$ cat src/rtl/univ_shift_reg_if.sv
// rtl/univ_shift_reg_if.sv - Command, data and status bundle for univ_shift_reg
//
// Purpose: groups the operation handshake, serial links and register status
// of the universal shift register into one interface.
// Ports (all bundled signals, MSB is bit 0):
//   d[0:WIDTH-1]  parallel load data         op[2:0]    operation code
//   cnt[CNT_W-1:0] multi-cycle shift count   op_valid   op/d/cnt presented
//   abort         stop a running op          sin_left   serial in at q[0]
//   sin_right     serial in at q[WIDTH-1]    q          register contents
//   sout_left     q[0]                       sout_right q[WIDTH-1]
//   ready         idle, accepts an op        busy       multi-cycle op running
//   done          one-cycle completion pulse
// Modports: master drives commands, slave is the shift register.
interface univ_shift_reg_if #(
    parameter int WIDTH = 36,
    parameter int CNT_W = 6
);
    logic [0:WIDTH-1] d;
    logic [2:0]       op;
    logic [CNT_W-1:0] cnt;
    logic             op_valid;
    logic             abort;
    logic             sin_left;
    logic             sin_right;
    logic [0:WIDTH-1] q;
    logic             sout_left;
    logic             sout_right;
    logic             ready;
    logic             busy;
    logic             done;

    modport master (
        output d, op, cnt, op_valid, abort, sin_left, sin_right,
        input  q, sout_left, sout_right, ready, busy, done
    );

    modport slave (
        input  d, op, cnt, op_valid, abort, sin_left, sin_right,
        output q, sout_left, sout_right, ready, busy, done
    );
endinterface

$ cat src/rtl/univ_shift_reg.sv
// rtl/univ_shift_reg.sv - Universal shift register with multi-cycle shift-by-count
//
// Purpose: parallel load, clear, single-step left/right shift with serial
// fill, and multi-cycle shift/rotate by count sequenced by an IDLE/RUN FSM.
// Bit 0 is the leftmost (MSB) bit; left shifts move bits towards q[0].
// Ports:
//   clk    clock, all state changes on posedge
//   reset  asynchronous active-high reset
//   bus    univ_shift_reg_if.slave (op handshake, serial links, status)
// Optional feature: macro USR_ROTATE_EN enables op 110 (rotate left by cnt);
// when undefined, op 110 behaves as HOLD and no rotate logic exists.
module univ_shift_reg #(
    parameter int WIDTH = 36,
    parameter int CNT_W = 6
) (
    input  logic              clk,
    input  logic              reset,
    univ_shift_reg_if.slave   bus
);
    typedef enum logic {
        IDLE = 1'b0,
        RUN  = 1'b1
    } state_t;

    localparam logic [2:0] OP_HOLD  = 3'b000;
    localparam logic [2:0] OP_LOAD  = 3'b001;
    localparam logic [2:0] OP_SHL1  = 3'b010;
    localparam logic [2:0] OP_SHR1  = 3'b011;
    localparam logic [2:0] OP_SHLN  = 3'b100;
    localparam logic [2:0] OP_SHRN  = 3'b101;
`ifdef USR_ROTATE_EN
    localparam logic [2:0] OP_ROTLN = 3'b110;
`endif
    localparam logic [2:0] OP_CLEAR = 3'b111;

    localparam logic [1:0] M_SHL = 2'd0;
    localparam logic [1:0] M_SHR = 2'd1;
`ifdef USR_ROTATE_EN
    localparam logic [1:0] M_ROT = 2'd2;
`endif

    localparam logic [CNT_W-1:0] CNT_ONE  = {{(CNT_W-1){1'b0}}, 1'b1};
    localparam logic [CNT_W-1:0] CNT_ZERO = '0;

    state_t           state, state_n;
    logic [0:WIDTH-1] q_r, q_n;
    logic [CNT_W-1:0] remaining, remaining_n;
    logic [1:0]       mode, mode_n;
    logic             done_r, done_n;

    logic [0:WIDTH-1] shl_val;
    logic [0:WIDTH-1] shr_val;

    // Serial inputs are live: each shift edge uses whatever is present then.
    assign shl_val = {q_r[1:WIDTH-1], bus.sin_right};
    assign shr_val = {bus.sin_left, q_r[0:WIDTH-2]};

    always_ff @(posedge clk or posedge reset) begin
        if (reset) begin
            state     <= IDLE;
            q_r       <= '0;
            remaining <= '0;
            mode      <= M_SHL;
            done_r    <= 1'b0;
        end else begin
            state     <= state_n;
            q_r       <= q_n;
            remaining <= remaining_n;
            mode      <= mode_n;
            done_r    <= done_n;
        end
    end

    always_comb begin
        state_n     = state;
        q_n         = q_r;
        remaining_n = remaining;
        mode_n      = mode;
        done_n      = 1'b0;

        case (state)
            IDLE: begin
                if (bus.op_valid) begin
                    case (bus.op)
                        OP_HOLD:  q_n = q_r;
                        OP_LOAD:  q_n = bus.d;
                        OP_SHL1:  q_n = shl_val;
                        OP_SHR1:  q_n = shr_val;
                        OP_CLEAR: q_n = '0;
                        OP_SHLN, OP_SHRN: begin
                            mode_n = (bus.op == OP_SHLN) ? M_SHL : M_SHR;
                            // A zero count completes on the acceptance edge.
                            if (bus.cnt == CNT_ZERO) begin
                                done_n = 1'b1;
                            end else begin
                                state_n     = RUN;
                                remaining_n = bus.cnt;
                            end
                        end
`ifdef USR_ROTATE_EN
                        OP_ROTLN: begin
                            mode_n = M_ROT;
                            if (bus.cnt == CNT_ZERO) begin
                                done_n = 1'b1;
                            end else begin
                                state_n     = RUN;
                                remaining_n = bus.cnt;
                            end
                        end
`endif
                        default: q_n = q_r;
                    endcase
                end
            end
            RUN: begin
                if (bus.abort) begin
                    // Abort freezes q at its current value and skips done.
                    state_n     = IDLE;
                    remaining_n = CNT_ZERO;
                end else begin
                    case (mode)
                        M_SHL:   q_n = shl_val;
                        M_SHR:   q_n = shr_val;
`ifdef USR_ROTATE_EN
                        M_ROT:   q_n = {q_r[1:WIDTH-1], q_r[0]};
`endif
                        default: q_n = q_r;
                    endcase
                    remaining_n = remaining - CNT_ONE;
                    if (remaining == CNT_ONE) begin
                        state_n = IDLE;
                        done_n  = 1'b1;
                    end
                end
            end
            default: begin
                state_n     = IDLE;
                remaining_n = CNT_ZERO;
            end
        endcase
    end

    assign bus.q          = q_r;
    assign bus.sout_left  = q_r[0];
    assign bus.sout_right = q_r[WIDTH-1];
    assign bus.busy       = (state == RUN);
    assign bus.ready      = (state != RUN);
    assign bus.done       = done_r;
endmodule
$ cat src/flat_wrapper.sv
// flat-port wrapper written by rule: the top's interface ports become plain ports
module univ_shift_reg_flat 
#(
    parameter int WIDTH = 36,
    parameter int CNT_W = 6
)
  (clk, reset, bus_d, bus_op, bus_cnt, bus_op_valid, bus_abort, bus_sin_left, bus_sin_right, bus_q, bus_sout_left, bus_sout_right, bus_ready, bus_busy, bus_done);
  univ_shift_reg_if #(.WIDTH(WIDTH), .CNT_W(CNT_W)) bus_i ();
  input  logic clk;
  input  logic reset;
  input wire logic [$bits(bus_i.d)-1:0] bus_d;
  input wire logic [$bits(bus_i.op)-1:0] bus_op;
  input wire logic [$bits(bus_i.cnt)-1:0] bus_cnt;
  input wire logic [$bits(bus_i.op_valid)-1:0] bus_op_valid;
  input wire logic [$bits(bus_i.abort)-1:0] bus_abort;
  input wire logic [$bits(bus_i.sin_left)-1:0] bus_sin_left;
  input wire logic [$bits(bus_i.sin_right)-1:0] bus_sin_right;
  output wire logic [$bits(bus_i.q)-1:0] bus_q;
  output wire logic [$bits(bus_i.sout_left)-1:0] bus_sout_left;
  output wire logic [$bits(bus_i.sout_right)-1:0] bus_sout_right;
  output wire logic [$bits(bus_i.ready)-1:0] bus_ready;
  output wire logic [$bits(bus_i.busy)-1:0] bus_busy;
  output wire logic [$bits(bus_i.done)-1:0] bus_done;
  assign bus_i.d = bus_d;
  assign bus_i.op = bus_op;
  assign bus_i.cnt = bus_cnt;
  assign bus_i.op_valid = bus_op_valid;
  assign bus_i.abort = bus_abort;
  assign bus_i.sin_left = bus_sin_left;
  assign bus_i.sin_right = bus_sin_right;
  assign bus_q = bus_i.q;
  assign bus_sout_left = bus_i.sout_left;
  assign bus_sout_right = bus_i.sout_right;
  assign bus_ready = bus_i.ready;
  assign bus_busy = bus_i.busy;
  assign bus_done = bus_i.done;
  univ_shift_reg #(.WIDTH(WIDTH), .CNT_W(CNT_W)) u_core (.clk(clk), .reset(reset), .bus(bus_i));
endmodule
$ cat config.mk
export PLATFORM = sky130hd
export DESIGN_NAME = univ_shift_reg_flat
export DESIGN_NICKNAME = d
export VERILOG_FILES = /design/src/rtl/univ_shift_reg_if.sv /design/src/rtl/univ_shift_reg.sv /design/src/flat_wrapper.sv
export SDC_FILE = /design/constraint.sdc
export NUM_CORES = 1
export LEC_CHECK = 0
export ABC_CLOCK_PERIOD_IN_PS = 1810
export CAP_MARGIN = 20
export CORE_ASPECT_RATIO = 1.1
export CORE_MARGIN = 4
export CORE_UTILIZATION = 33
export DETAILED_ROUTE_END_ITERATION = 10
export GPL_ROUTABILITY_DRIVEN = 0
export SYNTH_ARGS = -nofsm -noshare
export SYNTH_HDL_FRONTEND = slang
export SYNTH_SLANG_ARGS = --single-unit
$ cat constraint.sdc
create_clock -name clk -period 1.81 [get_ports clk]
set_clock_uncertainty 0.1 [all_clocks]
set_input_delay 0.2715 -clock clk [delete_from_list [all_inputs] [get_ports clk]]
set_output_delay 0.2715 -clock clk [all_outputs]
set_load 0.01 [all_outputs]
# Yosys cells after proc, flatten, opt, wreduce, memory -nomap -nowiden
# Cells that the tools add are included.
# Widths: inputs -> output; s select.
# totals
register_bits	46
inputBits	51
output_inout_bits	41
wordCells	50
# op_classes
addsub	1
n_eq_ne	14
n_mux	23
bitwise_logic	1
reduce_logical	6
# ops
operator	count
$pmux 36 s2	2
$pmux 36 s4	1
$mux 36	2
$mux 6	4
$pmux 6 s2	1
$mux 1	11
$eq 3x3->1 const B	3
$eq 3x2->1 const B	2
$eq 6x1->1 const B	1
$logic_not 6->1	1
$ne 2x2->1 const B	3
$reduce_and 3->1	2
$sub 6x1->6 const B	1
$ne 5x1->1 const B	1
$pmux 1 s2	2
$reduce_and 4->1	1
$eq 3x1->1 const B	1
$ne 3x3->1 const B	1
$eq 2x1->1 const B	1
$logic_not 2->1	1
$ne 2x1->1 const B	1
$reduce_or 2->1	1
$not 1->1	1

# Longest topological paths before layout
# depth
word_depth	5
depth_mapped	7
depth_no_buf	6

# Least setup slack after synthesis
# No wires, ideal clock.
# synth_path
kind	register to register
startpoint	register u_core.state (netlist: u_core.bus.busy)
endpoint	register u_core.q_r, in the netlist u_core.bus.q[10]
setup_ps	128
arrival_time_ps	1372
required_ps	1582
path_slack_ps	210
stages_incl_launch_ff	7
path_buffers	2
period_less_slack_ps	1600
cell_sequence	dfrtp_1 nand2b_4 o311a_1 buf_4 buf_2 nand2_1 o21ai_1
# synth_between
elab_chain_len	3
elab_cells_between_ends	7
classes_between	4 x eq/ne; 1 x mux; 1 x bitwise; 1 x reduce/logical
# synth_lines
item	line	source
start, declared	univ_shift_reg.sv:45	state_t state, state_n;
start signal, assigned	univ_shift_reg.sv:66	state <= state_n;
$not 1->1 (no line)	--	
$ne 5x1->1 (no line) / $ne 2x2->1 (equally long branches)	--	
$reduce_and 4->1 (no line)	--	
end signal, assigned	univ_shift_reg.sv:67	q_r <= q_n;
end, declared	univ_shift_reg.sv:46	logic [0:WIDTH-1] q_r, q_n;
# Several ways; a longest one is shown, not always the timed one.
# A chain may end at the register's enable or synchronous reset.

# Worst setup path after layout
# layout_path
startpoint	register u_core.state (netlist: u_core.bus.busy)
endpoint	register u_core.q_r, in the netlist u_core.bus.q[5]
# Same word-level chain as after synthesis.

==> impl_metrics.py <==
metrics = {
    "worst_setup_path": {
        "endpoint_kind": "flop",
        "setup.worst_path.start_class": "flop",
        "cp.arrival_ns": 1.89,
        "crit_type": "reg2reg",
        "ff2ff_path_depth": 7,
        "critPathMaxFanout": 18,
        "required_ns": 1.94,
    },
    "floorplanning": {
        "dieWidth_um": 104,
        "io_pins": 92,
        "rows": 38,
        "die_area_um2": 11700,
        "die_h_um": 113,
        "start_util": 0.337,
        "core_um2": 9840,
    },
    "detailed_routing": {
        "final_antenna_net_count": 0,
        "drt-initial-drc-count": 127,
        "drt-total-wl_mm": 10.0,
        "wl_per_cell_um": 17.9,
        "drcViolationCount": 0,
        "num_vias": 3163,
        "via_per_inst": 5.65,
        "dr.pass1.iters": 4,
    },
    "global_route": {
        "grt_pass1_vias": 3078,
        "grt_overflow": 0,
        "grt_start_max_net_pins": 37,
        "grt_pass1_wl_mm": 16.3,
        "grt_antenna_before_repair": 0,
        "grtUsageTotal": 0.165,
    },
    "synth": {
        "syn_inst": 346,
        "ys_ff_latch": 45,
        "yosysWarnings": 0,
        "synth_area_um2": 3310,
        "synth_flop_cell": "dfrtp_1",
        "async_flop_share": 1.00,
        "syn-num-nets": 399,
        "seq_area_frac_synth": 0.340,
        "syn_area_per_cell_um2": 9.57,
        "synth_edf_count": 0,
        "synth_cell_types": 36,
    },
    "outcome": {
        "status": "finished, final reports clean",
    },
    "timing": {
        "hold_ws_ns": 0.153,
        "finalCriticalPeriod_ns": 1.76,
        "maxSlewViolCount": 0,
        "period_share": 0.975,
        "clock.fmax_mhz": 567,
        "max_slew_margin": 0.653,
        "worst_pin_slew_ns": 0.515,
        "setup-violations-final": 0,
        "hold_viol": 0,
    },
    "placement": {
        "place_inst": 548,
        "port_buffers": 91,
        "hpwl_mm": 6.72,
    },
    "clock_network": {
        "cts.clk_slew.worst_paths_ns": 0.09,
        "clockBufferDepth": 2,
        "worstSkewPairLatency_ns": 0.30,
        "cts_tree": "built",
        "cts-root-buf": "clkbuf_8",
        "cts_hold_buffers": 0,
        "numCtsBuffers": 5,
        "htree_num_levels": 2,
        "clock-sinks": 45,
    },
    "finish": {
        "num_antenna_cells": 0,
        "syn_to_final_growth_pct": 40.6,
        "fin_cells": 560,
        "nets": 492,
        "drive_gt1_frac": 0.268,
        "fill_cells": 942,
    },
    "power": {
        "power_mw": 5.30,
        "p_per_area_nw_per_um2": 1140,
        "p_leak_nw": 1.86,
        "ir_drop_mv": 0.446,
    },
    "hold_path": {
        "hold_path_class": "in2async",
    },
    "job": {
        "cap_viol_max_count": 0,
    },
}
[repair_timing]
item,in CTS,in global routing
cloned,0,1
buffers inserted,1,2
pin swaps,0,2
setup endpoints to repair,1,4
resized for setup,2,4
endpoints found under the hold margin,0,0
[report_power, final]
group          switching, mW  internal (mW)  leakage [nW]
logic                   1.03           1.53          1.23
registers              0.499           1.32         0.566
clock network          0.364          0.549        0.0681
total                   1.89           3.41          1.86
[layer usage]
| metal | up-vias | track usage | wire, um |
|---|---|---|---|
| met5 | - | 0 | 0 |
| met4 | 0 | 0.0372 | 56 |
| met3 | 7 | 0.0331 | 472 |
| met2 | 71 | 0.281 | 4840 |
| met1 | 1584 | 0.219 | 4660 |
| li1 | 1501 | - | - |
[cells in the mapped netlist (2+ instances only)]
cell,count,area share
o21ai_1,60,0.091
ha_1,2,0.0076
nor4_1,2,0.0038
o21ai_0,14,0.021
buf_2,13,0.020
clkbuf_1,10,0.011
buf_6,4,0.014
nand3_1,2,0.0030
buf_4,5,0.011
nand2_1,39,0.044
nor2b_1,3,0.0057
a221oi_1,36,0.095
nor3b_1,2,0.0045
inv_1,6,0.0068
dfrtp_1,45,0.34
nor2_1,7,0.0079
mux2_2,73,0.25
a221o_1,5,0.015
[cell families after synthesis]
family / after synthesis / share of synthesized area
muxes: 73 / 0.248
xor gates and xnor gates: 1 / 0.00264
AOI/OAI and AO/OA: 124 / 0.250
adders and majority gates: 2 / 0.00755
and+or+nand+nor: 61 / 0.0858
DFF: 45 / 0.340
buffers and inverters: 40 / 0.0654
[flip-flops by register name, summed over array words and instances, names as in the netlist]
register	count
u_core.mode	1
u_core.bus.busy	1
u_core.remaining	6
u_core.bus.done	1
u_core.bus.q	36
[path summary, 6_finish.rpt]
check / startpoint / to / slack, ns
worst max-delay path: u_core.bus.busy$_DFF_PP0_ / u_core.bus.q[5]$_DFFE_PP0P_ / 0.05
max in group asynchronous: reset / u_core.bus.busy$_DFF_PP0_ / 0.94
worst min-delay path: reset / u_core.bus.q[26]$_DFFE_PP0P_ / 0.15
worst min register to register: u_core.remaining[5]$_DFFE_PP0P_ / u_core.remaining[5]$_DFFE_PP0P_ / 0.47
min in group clk: bus_op[0] / u_core.mode[0]$_DFFE_PP0P_ / 0.43
worst max register to register: u_core.bus.busy$_DFF_PP0_ / u_core.bus.q[5]$_DFFE_PP0P_ / 0.05
[layout by cell type, fill, tap and decap left out, types with 2 or more instances in the layout]
cell / n
clkdlybuf4s50_1: 89
mux2_2: 73
o21ai_1: 63
dfrtp_1: 44
nand2_1: 39
a221oi_1: 36
buf_4: 18
o21ai_0: 11
buf_12: 9
nor2_1: 7
inv_1: 5
a221o_1: 5
clkbuf_8: 5
nor2b_2: 2
inv_2: 2
nor4_1: 2
nor3b_1: 2
nand3_1: 2
ha_1: 2
bufinv_16: 2
[metrics by stage]
stage	area (um2)	setup slack [ns]	TNS [ns]	utilization
after floorplan	3310	0.210	0	-
after global placement	4470	-0.142	-4.65	0.454
after detailed placement	4470	-0.181	-6.68	0.454
after CTS	4610	0.0764	0	0.469
after global routing	4660	-0.00254	-0.00254	0.473
final	4660	0.0460	0	0.473
[area by class of cell]
cell class              instances  area (um2)  share of cell area
multi-input cells             261        1970               0.424
clock inverters                 3        65.1              0.0140
repair buffers                119        1240               0.267
clock buffers                   5        68.8              0.0148
inverters                       7        26.3             0.00564
well taps                     120         150              0.0322
flip-flops and latches         45        1130               0.242
[worst max-delay path, stage by stage (launching register included)]
cell and delay (ns):
dfrtp_2 0.41, buf_4 0.16, nand2b_4 0.16, o311ai_4 0.30
buf_4 0.18, clkbuf_16 0.17, o21ai_0 0.08, o21ai_0 0.14
(Power assumes the default switching activity.)
